$ cat src/rtl/operand_reader_pkg.sv
// Shared sizing defaults and FSM encoding for the operand reader slice.
// Optional feature macro: OPR_BYPASS_EN (write-back bypass into CHECK).
package operand_reader_pkg;

    localparam int W_OPR_D  = 32;
    localparam int N_REG_D  = 32;
    localparam int W_ADDR_D = 5;

    typedef enum logic [1:0] {
        S_IDLE  = 2'd0,
        S_CHECK = 2'd1,
        S_ISSUE = 2'd2
    } state_t;

endpackage

$ cat src/rtl/operand_reader_hazard_chk.sv
// Combinational RAW/WAW hazard detect and operand select for operand_reader.
// With OPR_BYPASS_EN a matching write-back both clears a source hazard and feeds data.
module opr_hazard_chk
    import operand_reader_pkg::*;
#(
    parameter int W_OPR  = W_OPR_D,
    parameter int N_REG  = N_REG_D,
    parameter int W_ADDR = W_ADDR_D
) (
    input  logic [W_ADDR-1:0]      i_rs1,
    input  logic [W_ADDR-1:0]      i_rs2,
    input  logic [W_ADDR-1:0]      i_rd,
    input  logic                   i_rd_we,
    input  logic [N_REG*W_OPR-1:0] i_rf_data,
    input  logic [N_REG-1:0]       i_rf_res,
    input  logic                   i_wb_valid,
    input  logic [W_ADDR-1:0]      i_wb_addr,
    input  logic [W_OPR-1:0]       i_wb_data,
    output logic                   o_hazard,
    output logic [W_OPR-1:0]       o_op1,
    output logic [W_OPR-1:0]       o_op2
);

    logic [W_OPR-1:0] w_cell [N_REG];
    logic             w_byp1;
    logic             w_byp2;
    logic             w_haz1;
    logic             w_haz2;
    logic             w_haz_rd;

    for (genvar k = 0; k < N_REG; k++) begin : g_cell
        assign w_cell[k] = i_rf_data[k*W_OPR +: W_OPR];
    end

`ifdef OPR_BYPASS_EN
    assign w_byp1 = i_wb_valid && (i_wb_addr == i_rs1);
    assign w_byp2 = i_wb_valid && (i_wb_addr == i_rs2);
`else
    logic w_unused_wb;
    assign w_byp1      = 1'b0;
    assign w_byp2      = 1'b0;
    assign w_unused_wb = ^i_wb_data;
`endif

    assign w_haz1 = (i_rs1 != '0) && i_rf_res[i_rs1] && !w_byp1;
    assign w_haz2 = (i_rs2 != '0) && i_rf_res[i_rs2] && !w_byp2;

    // The cell re-reserves after a same-cycle write-back, so WAW is safe to clear.
    assign w_haz_rd = i_rd_we && (i_rd != '0) && i_rf_res[i_rd]
                    && !(i_wb_valid && (i_wb_addr == i_rd));

    assign o_hazard = w_haz1 || w_haz2 || w_haz_rd;

    assign o_op1 = (i_rs1 == '0) ? '0 : (w_byp1 ? i_wb_data : w_cell[i_rs1]);
    assign o_op2 = (i_rs2 == '0) ? '0 : (w_byp2 ? i_wb_data : w_cell[i_rs2]);

endmodule

$ cat src/rtl/operand_reader.sv
// Operand read stage: latch request, wait out register hazards, reserve rd, issue.
// Optional feature macro: OPR_BYPASS_EN (handled inside opr_hazard_chk).
module operand_reader
    import operand_reader_pkg::*;
#(
    parameter int W_OPR  = W_OPR_D,
    parameter int N_REG  = N_REG_D,
    parameter int W_ADDR = W_ADDR_D
) (
    input  logic                   clk,
    input  logic                   rst,
    input  logic                   req_valid_i,
    output logic                   req_ready_o,
    input  logic [W_ADDR-1:0]      rs1_i,
    input  logic [W_ADDR-1:0]      rs2_i,
    input  logic [W_ADDR-1:0]      rd_i,
    input  logic                   rd_we_i,
    input  logic [N_REG*W_OPR-1:0] rf_data_i,
    input  logic [N_REG-1:0]       rf_res_i,
    input  logic                   wb_valid_i,
    input  logic [W_ADDR-1:0]      wb_addr_i,
    input  logic [W_OPR-1:0]       wb_data_i,
    output logic [N_REG-1:0]       w_reserve_o,
    output logic                   issue_valid_o,
    input  logic                   issue_ready_i,
    output logic [W_OPR-1:0]       op1_o,
    output logic [W_OPR-1:0]       op2_o,
    output logic [W_ADDR-1:0]      rd_o,
    output logic                   rd_we_o,
    output logic [15:0]            stall_cnt_o
);

    state_t             r_state;
    state_t             w_state_n;
    logic [W_ADDR-1:0]  r_rs1;
    logic [W_ADDR-1:0]  r_rs2;
    logic [W_ADDR-1:0]  r_rd;
    logic               r_rd_we;
    logic [W_OPR-1:0]   r_op1;
    logic [W_OPR-1:0]   r_op2;
    logic [N_REG-1:0]   r_wres;
    logic [15:0]        r_stall;
    logic               w_hazard;
    logic [W_OPR-1:0]   w_op1;
    logic [W_OPR-1:0]   w_op2;
    logic               w_idle;
    logic               w_accept;
    logic               w_take;
    logic               w_stall;
    logic [N_REG-1:0]   w_onehot;

    opr_hazard_chk #(
        .W_OPR  (W_OPR),
        .N_REG  (N_REG),
        .W_ADDR (W_ADDR)
    ) u_hazard_chk (
        .i_rs1      (r_rs1),
        .i_rs2      (r_rs2),
        .i_rd       (r_rd),
        .i_rd_we    (r_rd_we),
        .i_rf_data  (rf_data_i),
        .i_rf_res   (rf_res_i),
        .i_wb_valid (wb_valid_i),
        .i_wb_addr  (wb_addr_i),
        .i_wb_data  (wb_data_i),
        .o_hazard   (w_hazard),
        .o_op1      (w_op1),
        .o_op2      (w_op2)
    );

    always_comb begin
        w_onehot       = '0;
        w_onehot[r_rd] = 1'b1;
    end

    always_comb begin
        w_state_n = r_state;
        w_idle    = 1'b0;
        w_accept  = 1'b0;
        w_take    = 1'b0;
        w_stall   = 1'b0;
        unique case (r_state)
            S_IDLE: begin
                w_idle = 1'b1;
                if (req_valid_i) begin
                    w_accept  = 1'b1;
                    w_state_n = S_CHECK;
                end
            end
            S_CHECK: begin
                if (w_hazard) begin
                    w_stall = 1'b1;
                end else begin
                    w_take    = 1'b1;
                    w_state_n = S_ISSUE;
                end
            end
            S_ISSUE: begin
                if (issue_ready_i) w_state_n = S_IDLE;
            end
            default: w_state_n = S_IDLE;
        endcase
    end

    always_ff @(posedge clk or posedge rst) begin
        if (rst) begin
            r_state <= S_IDLE;
            r_rs1   <= '0;
            r_rs2   <= '0;
            r_rd    <= '0;
            r_rd_we <= 1'b0;
            r_op1   <= '0;
            r_op2   <= '0;
            r_wres  <= '0;
            r_stall <= '0;
        end else begin
            r_state <= w_state_n;
            if (w_accept) begin
                r_rs1   <= rs1_i;
                r_rs2   <= rs2_i;
                r_rd    <= rd_i;
                r_rd_we <= rd_we_i;
            end
            if (w_take) begin
                r_op1 <= w_op1;
                r_op2 <= w_op2;
            end
            // One-cycle reserve pulse, visible in the first ISSUE cycle.
            r_wres <= (w_take && r_rd_we && (r_rd != '0)) ? w_onehot : '0;
            if (w_stall && (r_stall != 16'hFFFF)) r_stall <= r_stall + 16'd1;
        end
    end

    assign req_ready_o   = w_idle && !rst;
    assign issue_valid_o = (r_state == S_ISSUE);
    assign w_reserve_o   = r_wres;
    assign op1_o         = r_op1;
    assign op2_o         = r_op2;
    assign rd_o          = r_rd;
    assign rd_we_o       = r_rd_we;
    assign stall_cnt_o   = r_stall;

endmodule
$ cat config.mk
export PLATFORM = sky130hd
export DESIGN_NAME = operand_reader
export DESIGN_NICKNAME = d
export VERILOG_FILES = /design/src/rtl/operand_reader_pkg.sv /design/src/rtl/operand_reader_hazard_chk.sv /design/src/rtl/operand_reader.sv
export SDC_FILE = /design/constraint.sdc
export NUM_CORES = 1
export LEC_CHECK = 0
export ABC_AREA = 1
export BUFFER_PORTS_ARGS = -buffer_cell sky130_fd_sc_hd__buf_2
export CAP_MARGIN = 0
export CORE_AREA = 4 4 473 475
export CTS_BUF_LIST = sky130_fd_sc_hd__clkbuf_4
export DETAILED_ROUTE_END_ITERATION = 12
export DIE_AREA = 0 0 477 479
export PLACE_DENSITY = 0.3
export SYNTH_ARGS = -nofsm -noshare
export SYNTH_HDL_FRONTEND = slang
export SYNTH_SLANG_ARGS = --single-unit
$ cat constraint.sdc
create_clock -name clk -period 3.8 [get_ports clk]
set_input_delay 0.19 -clock clk [delete_from_list [all_inputs] [get_ports clk]]
set_output_delay 0.19 -clock clk [all_outputs]
set_load 0.03 [all_outputs]
==> parameters.txt <==
Parameter                              Value

Critical path
  Destination of the worst register-to-register timing path    op1_o[24]
  Cell depth of the worst setup path    15
  Worst flop-to-flop path startpoint    r_rs1[1]
  Slowest-stage cell, CP    sky130_fd_sc_hd__dfrtp_4
  End point of the critical path    op1_o[24]
  Top cell family by delay on the critical path    buffers and inverters
  R2r worst-path depth    15
  Classification of the worst setup path    register to register
  Crit path DAT    4.44 ns
  Crit end category    register
  Data required time at the worst endpoint    approximately 4.6 ns
  Most used cell along the critical path    sky130_fd_sc_hd__nand2_1
  Source of the critical timing path    r_rs1[1]
  Crit-path max FO    39
  Slowest stage delay, CP    roughly 0.65 ns
  Startpoint types    register
  Register-to-register setup slack    0.14 ns
  List of cells traversed by the critical path    inv_8 -> buf_12 -> buf_4 -> o21ai_0 -> o22ai_1 -> dlygate4sd3_1 -> nand2_1 -> nand2_1 -> dlygate4sd3_1 -> nand2_1 -> nand3_1 -> nand2_1 -> nor2_1 -> nand3_1 -> nand2_1
  Count of buffer and inverter cells on the critical path    5

Job
  Maxcap violations    0

Detailed routing
  Detailed Routing Iterations Pass 1    6
  Routed Antenna Nets    0
  DR vias    42,637
  Vias per cell    about 4.8
  Number of violations reported at the end of detailed-routing iteration 0    between 4,000 and 5,000
  Post-detailed-route wirelength per cell    30.75 um
  Drt total wl    between 200 and 300 mm
  DRC violations left    0

Timing
  Slew Limit Headroom    0.3072
  Min Hold Slack    0.1233 ns
  Final slew viol count    0
  Final Hold Viols    0
  Count of final setup violators    0
  Transition time of the tightest slew-check pin    slightly above 1 ns
  Sum of negative setup slack    0 ns
  Final period util    0.9633
  Clock Skew    0.06263 ns
  Period minus WS final    3.661 ns
  Maximum clock frequency    roughly 0.27 GHz
  RSZ-0062 raised after global routing    false

Die
  Core area    about 0.22 mm^2
  Die width    around 480 um
  Die height    approximately 480 um
  Number of rows created at floorplan    between 150 and 200
  Area of the die    between 0.2 and 0.25 mm^2
  Initial Util    0.1128
  I/O Pins    1,234

Clock network
  Buffer levels on the longest clock path    2
  Clock edge transition at the registers on the reported setup and hold paths    approximately 0.19 ns
  Maximum level of the CTS H-tree    4
  Clock root buffer    sky130_fd_sc_hd__clkbuf_4
  TritonCTS clock tree    built
  Total clock buffers created by CTS    17
  Clock latency on the worst-skew pair    0.85 ns
  Number of clock sinks    between 100 and 150

Yosys
  Cell Area, Synth    ~0.025 mm^2
  Syn avg cell area    slightly above 5 um^2
  Leading area contributor after synthesis    sky130_fd_sc_hd__o21ai_0
  Count leader, synth    sky130_fd_sc_hd__nor2_1
  Instance count of the mapped netlist    ~4,800
  Top post-synthesis cells by area    sky130_fd_sc_hd__o21ai_0 (20%), sky130_fd_sc_hd__nor2_1 (16%), sky130_fd_sc_hd__nand2_1 (14%)
  Number of synthesis warnings    0
  Share of async-settable or async-resettable flops after synthesis    1.000
  Number of distinct library cells after synthesis    41
  Number of flops mapped to enable cells by yosys    0
  Flops & latches, synth    130
  Most frequent cells after synthesis    sky130_fd_sc_hd__nor2_1 (1,085), sky130_fd_sc_hd__o21ai_0 (970), sky130_fd_sc_hd__nand2_1 (950), sky130_fd_sc_hd__nand3_1 (439), sky130_fd_sc_hd__clkbuf_1 (305)
  Portion of synthesized cell area occupied by the leading cell type    0.1962
  Sequential-to-total area share from yosys stat    0.1315
  Nets in the synthesized netlist    5,908
  Post-synth top flop    sky130_fd_sc_hd__dfrtp_1

Finish
  Summed area of non-filler cells in the final layout    0.03757 mm^2
  # nets final    ~7,100
  End-of-flow core utilization    0.1713
  Share of post-route cells with drive strength above 1    0.2387
  Area Growth Syn to Fin    51.86%

Worst hold path
  Min-Delay Path Depth    7
  Tightest Hold Check Type    input port to register

Pwr
  Static leakage power    ~16 nW
  Power density over cell area    approximately 890 mW/mm^2
  Largest vdd supply drop    about 540 uV

Place
  RePlAce Congestion    ~0.92
  Half-perimeter wire length of the detailed placement result    209.8 mm
  DP Area    0.03390 mm^2
  Input/output buffers    roughly 1,200

GRT
  Overflow after GRT    0
  First-pass GRT wire length    361.1 mm
  Antenna violations before repair    a little over 200
  Via count of the first global-routing pass    slightly above 40,000
  Overall fraction of global-route tracks in use    0.2256
  Largest net degree at the start of global routing    approximately 160

Status
  Result of the run    completed
==> flip-flops by register name (all words and copies together), names as in the netlist <==
register,flops
op1_o,32
op2_o,32
r_rs1,5
r_rs2,5
r_state,2
rd_o,5
rd_we_o,1
stall_cnt_o,16
w_reserve_o,32
==> placed cells by master, fill, tap and decap left out, types with 5 or more instances in the layout <==
cell / n
sky130_fd_sc_hd__nand4_1: 44
sky130_fd_sc_hd__o21ai_0: 970
sky130_fd_sc_hd__nor2_1: 1081
sky130_fd_sc_hd__dfrtp_1: 120
sky130_fd_sc_hd__dlygate4sd3_1: 281
sky130_fd_sc_hd__a21boi_0: 18
sky130_fd_sc_hd__clkbuf_4: 18
sky130_fd_sc_hd__o21ai_1: 21
sky130_fd_sc_hd__a31o_2: 17
sky130_fd_sc_hd__inv_6: 5
sky130_fd_sc_hd__o32ai_1: 7
sky130_fd_sc_hd__buf_6: 8
sky130_fd_sc_hd__nand3_1: 438
sky130_fd_sc_hd__nand2_1: 950
sky130_fd_sc_hd__buf_4: 77
sky130_fd_sc_hd__a21oi_1: 79
sky130_fd_sc_hd__nor3_1: 15
sky130_fd_sc_hd__o221ai_1: 84
sky130_fd_sc_hd__xor2_1: 13
sky130_fd_sc_hd__bufinv_16: 5
sky130_fd_sc_hd__buf_2: 1201
sky130_fd_sc_hd__nor2_4: 6
sky130_fd_sc_hd__dfrtp_4: 10
sky130_fd_sc_hd__a31oi_1: 34
sky130_fd_sc_hd__or2_2: 12
sky130_fd_sc_hd__o211ai_1: 68
sky130_fd_sc_hd__diode_2: 112
sky130_fd_sc_hd__buf_16: 7
sky130_fd_sc_hd__o22ai_1: 231
sky130_fd_sc_hd__buf_12: 35
sky130_fd_sc_hd__inv_1: 72
==> where the power goes <==
| group | internal [W] | switching, W |
|---|---|---|
| sequential | 0.00187 | 0.000702 |
| clock | 0.000608 | 0.000865 |
| combinational | 0.00876 | 0.0205 |
| total | 0.0112 | 0.0221 |
==> metal layers <==
metal / routed length (um) / track usage / vias up
li1: - / - / 18977
met1: 106400 / 0.2599 / 20643
met2: 130500 / 0.3882 / 2377
met3: 21530 / 0.05664 / 546
met4: 16130 / 0.1111 / 94
met5: 608 / 0 / -
==> cell type report <==
type / instances / area [um^2]
Clock inverter: 14 / 225.2
Sequential cell: 130 / 3291
Multi-Input combinational cell: 4108 / 19190
Tap cell: 2871 / 3592
Timing Repair Buffer: 1613 / 10490
Antenna cell: 112 / 280.3
Fill cell: 25902 / 181700
Inverter: 83 / 372.9
Clock buffer: 18 / 135.1
==> worst min-delay path, delay by kind of cell <==
family / cells / cell delay, ns
compound gates: 2 / 0.26
simple gates: 4 / 0.38
buf+inv: 1 / 0.10
==> how the worst min path moves through the flow <==
stage                       to       startpoint  slack, ns
floorplan           r_state[1]    issue_ready_i       0.28
global placement    r_state[1]    issue_ready_i       0.37
detailed placement  r_state[1]    issue_ready_i       0.38
CTS                  op1_o[27]  rf_data_i[1019]     0.0006
global route         op2_o[28]   rf_data_i[156]       0.03
finish               op2_o[28]   rf_data_i[156]       0.12
==> repair_timing <==
action / CTS / global route
gates resized for setup: 0 / 17
buffers inserted: 0 / 2
setup endpoints to repair: 0 / 28
endpoints found under the hold margin: 177 / 0
hold buffers: 281 / 0
==> stage by stage <==
stage | power [W] | setup WS (ns) | std cells
finish | 0.03332 | 0.1393 | 8949
global route | 0.03589 | 0.0003211 | 8897
CTS | 0.03353 | 0.01550 | 8831
detailed placement | 0.03035 | 0.2549 | 8518
global placement | 0.03034 | 0.2130 | 8518
floorplan | 0.01726 | 0.1407 | 4793
==> cells by family after synthesis <==
logic type	share of synthesized area
compound gates	0.3490
xor+xnor	0.005664
fa+ha+maj	0.0005056
buf+inv	0.09467
flops	0.1315
mux	0.0009102
other cells	0.0001516
simple gates	0.4176
No activity file was read; power rests on OpenSTA's default activity.
